--- src/rtl/encoder_pwm_mixer.sv ---
// Quadrature encoder to PWM mixer.
// Each channel decodes a debounced quadrature encoder into an up/down level
// register, and that level drives a PWM output from a shared counter.
// A new level reaches its PWM output only at a period boundary, so a level
// change never produces a runt pulse.
//
// Load interface: load_valid is a single-cycle strobe with no ready. When it
// is high, load_value is written to channel load_chan on that clock edge.
// An out-of-range load_chan drops the strobe.
// If a load and an encoder step reach the same channel on the same edge, the
// load wins.
module encoder_pwm_mixer #(
  parameter int CHANNELS = 3,
  parameter int WIDTH    = 8,
  parameter int DB_DIV   = 4,
  parameter int WRAP     = 0
) (
  input  logic                      clk,
  input  logic                      reset_n,
  input  logic [CHANNELS-1:0]       enc_a,
  input  logic [CHANNELS-1:0]       enc_b,
  input  logic                      load_valid,
  input  logic [2:0]                load_chan,
  input  logic [WIDTH-1:0]          load_value,
  output logic [CHANNELS-1:0]       pwm_out,
  output logic [CHANNELS*WIDTH-1:0] level
);

  logic [CHANNELS-1:0] a_meta, a_sync, b_meta, b_sync;
  logic [CHANNELS-1:0] db_a, db_b, prev_a, prev_b;
  logic [CHANNELS-1:0] step_up, step_dn, load_hit;
  logic [DB_DIV-1:0]   div_cnt;
  logic                strobe;
  logic                step_due;
  logic [WIDTH-1:0]    pwm_cnt;
  logic                period_start;
  logic [WIDTH-1:0]    level_q [CHANNELS];
  logic [WIDTH-1:0]    level_d [CHANNELS];
  logic [WIDTH-1:0]    duty_q  [CHANNELS];
  logic [WIDTH-1:0]    duty_d  [CHANNELS];

  // Position of an {A,B} pair along the forward sequence 00,01,11,10.
  function automatic logic [1:0] gray_pos(input logic a, input logic b);
    case ({a, b})
      2'b00:   gray_pos = 2'd0;
      2'b01:   gray_pos = 2'd1;
      2'b11:   gray_pos = 2'd2;
      default: gray_pos = 2'd3;
    endcase
  endfunction

  assign strobe       = (div_cnt == '0);
  assign period_start = (pwm_cnt == '0);

  // Per-channel step decode, load match and level output mapping.
  // A position difference of 1 means one step forward.
  // A difference of 3 means one step back.
  // A difference of 0 (no change) or 2 (both pins changed) gives no step.
  for (genvar g = 0; g < CHANNELS; g++) begin : g_chan
    logic [1:0] delta;
    assign delta       = gray_pos(db_a[g], db_b[g]) - gray_pos(prev_a[g], prev_b[g]);
    assign step_up[g]  = step_due && (delta == 2'd1);
    assign step_dn[g]  = step_due && (delta == 2'd3);
    assign load_hit[g] = load_valid && ({1'b0, load_chan} == 4'(g));
    assign level[g*WIDTH +: WIDTH] = level_q[g];
  end

  // Two-flop synchronisers on the raw encoder pins.
  always_ff @(posedge clk or negedge reset_n) begin
    if (!reset_n) begin
      a_meta <= '0;
      a_sync <= '0;
      b_meta <= '0;
      b_sync <= '0;
    end else begin
      a_meta <= enc_a;
      a_sync <= a_meta;
      b_meta <= enc_b;
      b_sync <= b_meta;
    end
  end

  // Debounce sampling.
  // On each divider wrap, sample the synchronised pins and keep the previous
  // sample. step_due marks the following cycle, when that pair is decoded.
  always_ff @(posedge clk or negedge reset_n) begin
    if (!reset_n) begin
      div_cnt  <= '0;
      db_a     <= '0;
      db_b     <= '0;
      prev_a   <= '0;
      prev_b   <= '0;
      step_due <= 1'b0;
    end else begin
      div_cnt  <= div_cnt + DB_DIV'(1);
      step_due <= strobe;
      if (strobe) begin
        db_a   <= a_sync;
        db_b   <= b_sync;
        prev_a <= db_a;
        prev_b <= db_b;
      end
    end
  end

  // Next level per channel.
  // Priority: load, then a step up or down. At the limits the level either
  // saturates or wraps, depending on WRAP.
  always_comb begin
    for (int i = 0; i < CHANNELS; i++) begin
      level_d[i] = level_q[i];
      if (load_hit[i]) begin
        level_d[i] = load_value;
      end else if (step_up[i]) begin
        if (level_q[i] != '1)  level_d[i] = level_q[i] + WIDTH'(1);
        else if (WRAP != 0)    level_d[i] = '0;
      end else if (step_dn[i]) begin
        if (level_q[i] != '0)  level_d[i] = level_q[i] - WIDTH'(1);
        else if (WRAP != 0)    level_d[i] = '1;
      end
    end
  end

  // Duty value in effect for the current PWM count.
  // A new level is taken only at count 0, so a period never changes duty
  // partway through.
  always_comb begin
    for (int i = 0; i < CHANNELS; i++) begin
      duty_d[i] = period_start ? level_q[i] : duty_q[i];
    end
  end

  // Level, duty and PWM output registers, plus the free-running PWM counter.
  always_ff @(posedge clk or negedge reset_n) begin
    if (!reset_n) begin
      pwm_cnt <= '0;
      pwm_out <= '0;
      for (int i = 0; i < CHANNELS; i++) begin
        level_q[i] <= '0;
        duty_q[i]  <= '0;
      end
    end else begin
      pwm_cnt <= pwm_cnt + WIDTH'(1);
      for (int i = 0; i < CHANNELS; i++) begin
        level_q[i] <= level_d[i];
        duty_q[i]  <= duty_d[i];
        pwm_out[i] <= (pwm_cnt < duty_d[i]);
      end
    end
  end

endmodule

--- config.mk ---
export PLATFORM = sky130hd
export DESIGN_NAME = encoder_pwm_mixer
export DESIGN_NICKNAME = d
export VERILOG_FILES = /design/src/rtl/encoder_pwm_mixer.sv
export SDC_FILE = /design/constraint.sdc
export NUM_CORES = 1
export LEC_CHECK = 0
export CAP_MARGIN = 20
export CORE_MARGIN = 1.5
export CORE_UTILIZATION = 37
export DETAILED_ROUTE_END_ITERATION = 12
export GPL_TIMING_DRIVEN = 0
export PLACE_DENSITY = 0.64
export SYNTH_ARGS = -nofsm -noshare
export SYNTH_HDL_FRONTEND = slang
export SYNTH_SLANG_ARGS = --single-unit
--- constraint.sdc ---
create_clock -name clk -period 3.82 [get_ports clk]
set_input_delay 0.764 -clock clk [delete_from_list [all_inputs] [get_ports clk]]
set_output_delay 0.764 -clock clk [all_outputs]
set_load 0.01 [all_outputs]
Word level (Yosys, flattened, before mapping) --
Cells that the tools add are included.
Cells by class: add/subtract/negate cells 11, magnitude comparators 3, equal/unequal tests 26, multiplexer cells 24, reduce and logical (&&, ||, !) cells 30
Operator list (number):
- 2-to-1 mux 8 bit | 18
- case mux 2 bit (3 select lines) | 6
- adder 8 x 1 -> 8 bit, second input constant | 4
- less-than comparator 8 bit | 3
- != test 8 bit, second input constant | 3
- nonzero test 8 bit | 3
- subtractor 8 x 1 -> 8 bit, second input constant | 3
- equality test 2 x 1 -> 1 bit, second input constant | 9
- equality test 2 bit, second input constant | 9
- nonzero test 3 bit | 6
- zero test 2 bit | 6
- logical AND 1 bit | 9
- != test 3 x 1 -> 1 bit, second input constant | 3
- AND reduction 3 bit | 3
- zero test 8 bit | 1
- subtractor 2 bit | 3
- adder 4 x 1 -> 4 bit, second input constant | 1
- zero test 4 bit | 1
- equality test 3 x 1 -> 1 bit, second input constant | 1
- equality test 3 x 2 -> 1 bit, second input constant | 1
- zero test 3 bit | 1
Storage, ports and cells: flip-flop bits (word level) 88, logic and storage cells 112

Depth between registers and ports, before layout --
depth after elaboration 8, mapped depth 13

Worst setup path after synthesis --
Ideal clock, no wire load.
path kind reg2reg, start point register db_a[1], end point register level_q (netlist bit level[15]), setup time 125 ps, arrival 2935 ps, required time 3695 ps, path slack 760 ps, stages on the path, launching flop included 12, path buffers 0, clock period less this slack 3060 ps, cells stage by stage dfrtp_1 > ha_1 > ha_1 > xnor3_1 > nand2_1 > ha_1 > a211oi_1 > o21ai_0 > and4_1 > o21ai_2 > xnor2_1 > mux2_2
Between the ends: cells in the longest elaborated chain, start to end 7, elaborated cells between the ends (all ways) 15, those cells by class 1 x add/sub; 5 x eq/ne; 3 x mux; 6 x reduce/logical
RTL lines:
- start: declaration | RTL line 30 | logic [CHANNELS-1:0] db_a, db_b, prev_a, prev_b;
- start signal: assignment | RTL line 98 | db_a <= a_sync;
- equality test 2 bit (tied with other cells) | RTL line 44 | case ({a, b})
- case mux 2 bit (3 select lines) * | RTL line 44
- subtractor 2 bit * | RTL line 61 | assign delta = gray_pos(db_a[g], db_b[g]) - gray_pos(prev_a[g], prev_b[g]);
- equality test 2 x 1 -> 1 bit or equality test 2 bit (tied branches) | RTL line 62, 63
- logical AND 1 bit, on equally long branches | RTL line 62, 63
- != test 3 x 1 -> 1 bit (no source line) (tied with other cells)
- AND reduction 3 bit (no source line) or 2-to-1 mux 8 bit (tied branches)
- end signal: indexed assignment | RTL line 145 | level_q[i] <= level_d[i];
- end: declaration | RTL line 37 | logic [WIDTH-1:0] level_q [CHANNELS];
Mark *: on every way between the ends. The rest lies on a longest branch, timed or not. A chain may end at the register's enable or synchronous reset.

Worst setup path after layout --
start point register db_a[2], end point register level_q (netlist bit level[23])
The elaborated chain is that of the path after synthesis.

==> out/results.ini <==
[run_status]
status = completed

[synth]
synth_top_area_share_pct = 42.5
yosysWarnings = 0
synthTopCellsByArea = dfrtp_1 43%, ha_1 15%, mux2i_1 5.8%
postSynthAreaPerCell_sq_um = 10.8
seq_area_frac_synth_pct = 42.5
synth_top_flop_cell = dfrtp_1
syn-cell-area_sq_mm = 0.00518
synth.most_common_cell = dfrtp_1
syn_inst = 481
synth-async-reset-ratio_pct = 100
synth.distinct_cells = 42
yosysTopAreaCell = dfrtp_1
synthesis.nets = 565
ys_ff_latch = 88
synth-edff-count = 0
ys_top_cells_by_count = 88 x dfrtp_1, 61 x ha_1, 44 x nand2_1

[global_route]
grt_max_degree = 53
grt.overflow.total = 0
grt_pass1_wl_microns = 18900
grtUsageTotal_pct = 16.5
grt_pass1_vias = 3716
antenna_found_initial = 0

[floorplanning]
core_region_area_sq_mm = 0.0138
pin_count = 47
die_x_microns = 121
die_y_microns = 121
die_area_sq_mm = 0.0147
initial_utilization_pct = 37.6
num_rows = 43

[critical_path]
startpoint_type = flop
worstRegToRegCells = 11
worstPathArrival_ns = 3.70
r2r_slack_ns = 0.34
cp-end-kind = flop
cp_max_fo = 8
worstPathRequired_ns = 4.04
worstSetupPathType = flop to flop
r2r-end = level[23]
r2r_start = db_a[2]

[timing]
period_share_pct = 91.1
skew_ns = 0.00739
rsz0062_at_grt = no
timing.final.max_slew_violations = 0
hold_viol = 0
worst_pin_slew_ns = 1.13
period_minus_slack_ns = 3.48
slew-limit-headroom_pct = 24.5
whs_ns = 0.355
setup_viol = 0
fmax_mhz = 287

[layout]
nets = 623
antenna-diode-count = 0
drive_above_1_share_pct = 8.27
final_util_pct = 45.2
areaGrowthSynthToFinish_pct = 20.4

[placement]
numPortBuffers = 46
place_congestion = 0.877
dpl.hpwl_microns = 8500

[clock_tree]
post_cts_buffers = 0
postCtsHoldBufs = 0
clockRootBuffer = clkbuf_16
path_clk_slew_ns = 0.06
cts_tree = done
htree_levels = 3
cts_resized = 0
clockBufferDepth = 2
cts_made_buffers = 9
cts.sinks = 88
clk_latency_ns = 0.34

[drt]
dr.first_iter.drc_count = 175
ant_nets = 0
remaining_drc_errors = 0
viasPerCell = 5.06
wl_microns = 11300
vias = 3667
drt-pass1-iter-count = 5
routedWlPerCell_microns = 15.6

[power_and_ir_drop]
ir_drop_mv = 0.277
p_leak_nw = 2.87
powerDensity_mw_per_mm2 = 584

[flow_run]
maxCapViolations = 0

[min_path]
holdPathEnd = a_sync[1]
hold-path-cell-count = 0
worst_hold_path_type = flop to flop
min_from = a_meta[1]

worst max-delay path by stage:
stage / to / slack (ns) / startpoint / cells after the start
2_1_floorplan: level[15] / 0.76 / db_a[1] / 11
3_3_place_gp: pwm_cnt[3] / -1.18 / reset_n / 1
3_5_place_dp: level[23] / 0.39 / db_a[2] / 11
4_1_cts: level[23] / 0.38 / db_a[2] / 11
5_1_grt: level[15] / 0.16 / prev_b[1] / 13
6_report: level[23] / 0.34 / db_a[2] / 11
stage by stage:
stage          total power, mW  setup slack, ns  cells  area [sq um]  TNS [ns]
2_1_floorplan             2.20            0.760    481          5180         0
3_3_place_gp              2.60            -1.18    707          5860   -102.99
3_5_place_dp              2.64            0.389    708          5890         0
4_1_cts                   3.68            0.381    724          6230         0
5_1_grt                   3.90            0.156    724          6230         0
6_report                  3.64            0.341    724          6230         0
registers in the layout, indices dropped and copies added, names as in the netlist:
signal,flops
pwm_out,3
prev_a,3
b_meta,3
db_a,3
duty_q,24
div_cnt,4
b_sync,3
db_b,3
a_meta,3
prev_b,3
step_due,1
a_sync,3
level,24
pwm_cnt,8
critical path, stage by stage (launching register included):
cell      delay (ns)
dfrtp_1         0.42
ha_1            0.31
ha_1            0.20
xnor3_1         0.52
nand2_1         0.28
ha_1            0.39
a211oi_1        0.26
o21ai_0         0.16
and4_2          0.26
o21ai_2         0.21
xnor2_1         0.08
mux2_2          0.26
logic make-up (layout without fill, tap and decap cells):
kind of cell | Yosys count | in the layout | synth area share, %
AO/OA/AOI/OAI | 99 | 99 | 11.7
XOR/XNOR | 32 | 32 | 6.21
adder cells (fa/ha/maj) | 64 | 64 | 15.9
buffers and inverters | 45 | 108 | 3.31
flip-flops | 88 | 88 | 42.5
multiplexers | 49 | 49 | 10.4
AND/OR/NAND/NOR | 104 | 104 | 9.96
placed cells by master (no fill, tap or decap), types with 4 or more instances in the layout:
cell             netlist  routed
mux2_2                13      13
o21ai_0               17      17
o21bai_1               5       5
xnor2_1               25      25
clkdlybuf4s50_1        0      45
nand3_1                6       6
dfrtp_1               88      88
clkbuf_1               5       5
nor2_1                16      16
o21ai_2                4       4
nand2_1               44      44
a21oi_1               16      16
nor3_1                 4       4
nor2b_1                5       5
mux2i_1               30      30
xor2_1                 4       4
or4_1                  6       6
nand4_1               10      10
o211ai_1               4       4
clkbuf_16              0       9
inv_1                 38      38
a21o_1                11      11
mux2_1                 4       4
ha_1                  61      61
o21ai_1               28      28
per-layer routing:
| layer | vias to the layer above | track usage (%) | part of all wire (%) |
|---|---|---|---|
| li1 | 1808 | - | - |
| met1 | 1771 | 21.7 | 46 |
| met2 | 67 | 27.3 | 48 |
| met3 | 21 | 3.24 | 3.9 |
| met4 | 0 | 5.07 | 1.8 |
| met5 | - | 0 | 0 |
power breakdown:
part	internal, mW	switching, mW	leakage [nW]
registers	1.04	0.182	0.988
clock network	0.640	0.369	0.162
logic	0.723	0.688	1.71
total	2.40	1.24	2.87
final cells by class:
type / instances / area (sq um)
fillers: 1330 / 7540
multi-input cells: 348 / 2800
flip-flops and latches: 88 / 2200
repair buffers: 47 / 485
clock buffers: 9 / 225
well taps: 180 / 225
inverters: 38 / 143
clock inverters: 7 / 119
plain buffers: 7 / 28.8
Power figures use the tool's default switching activity.
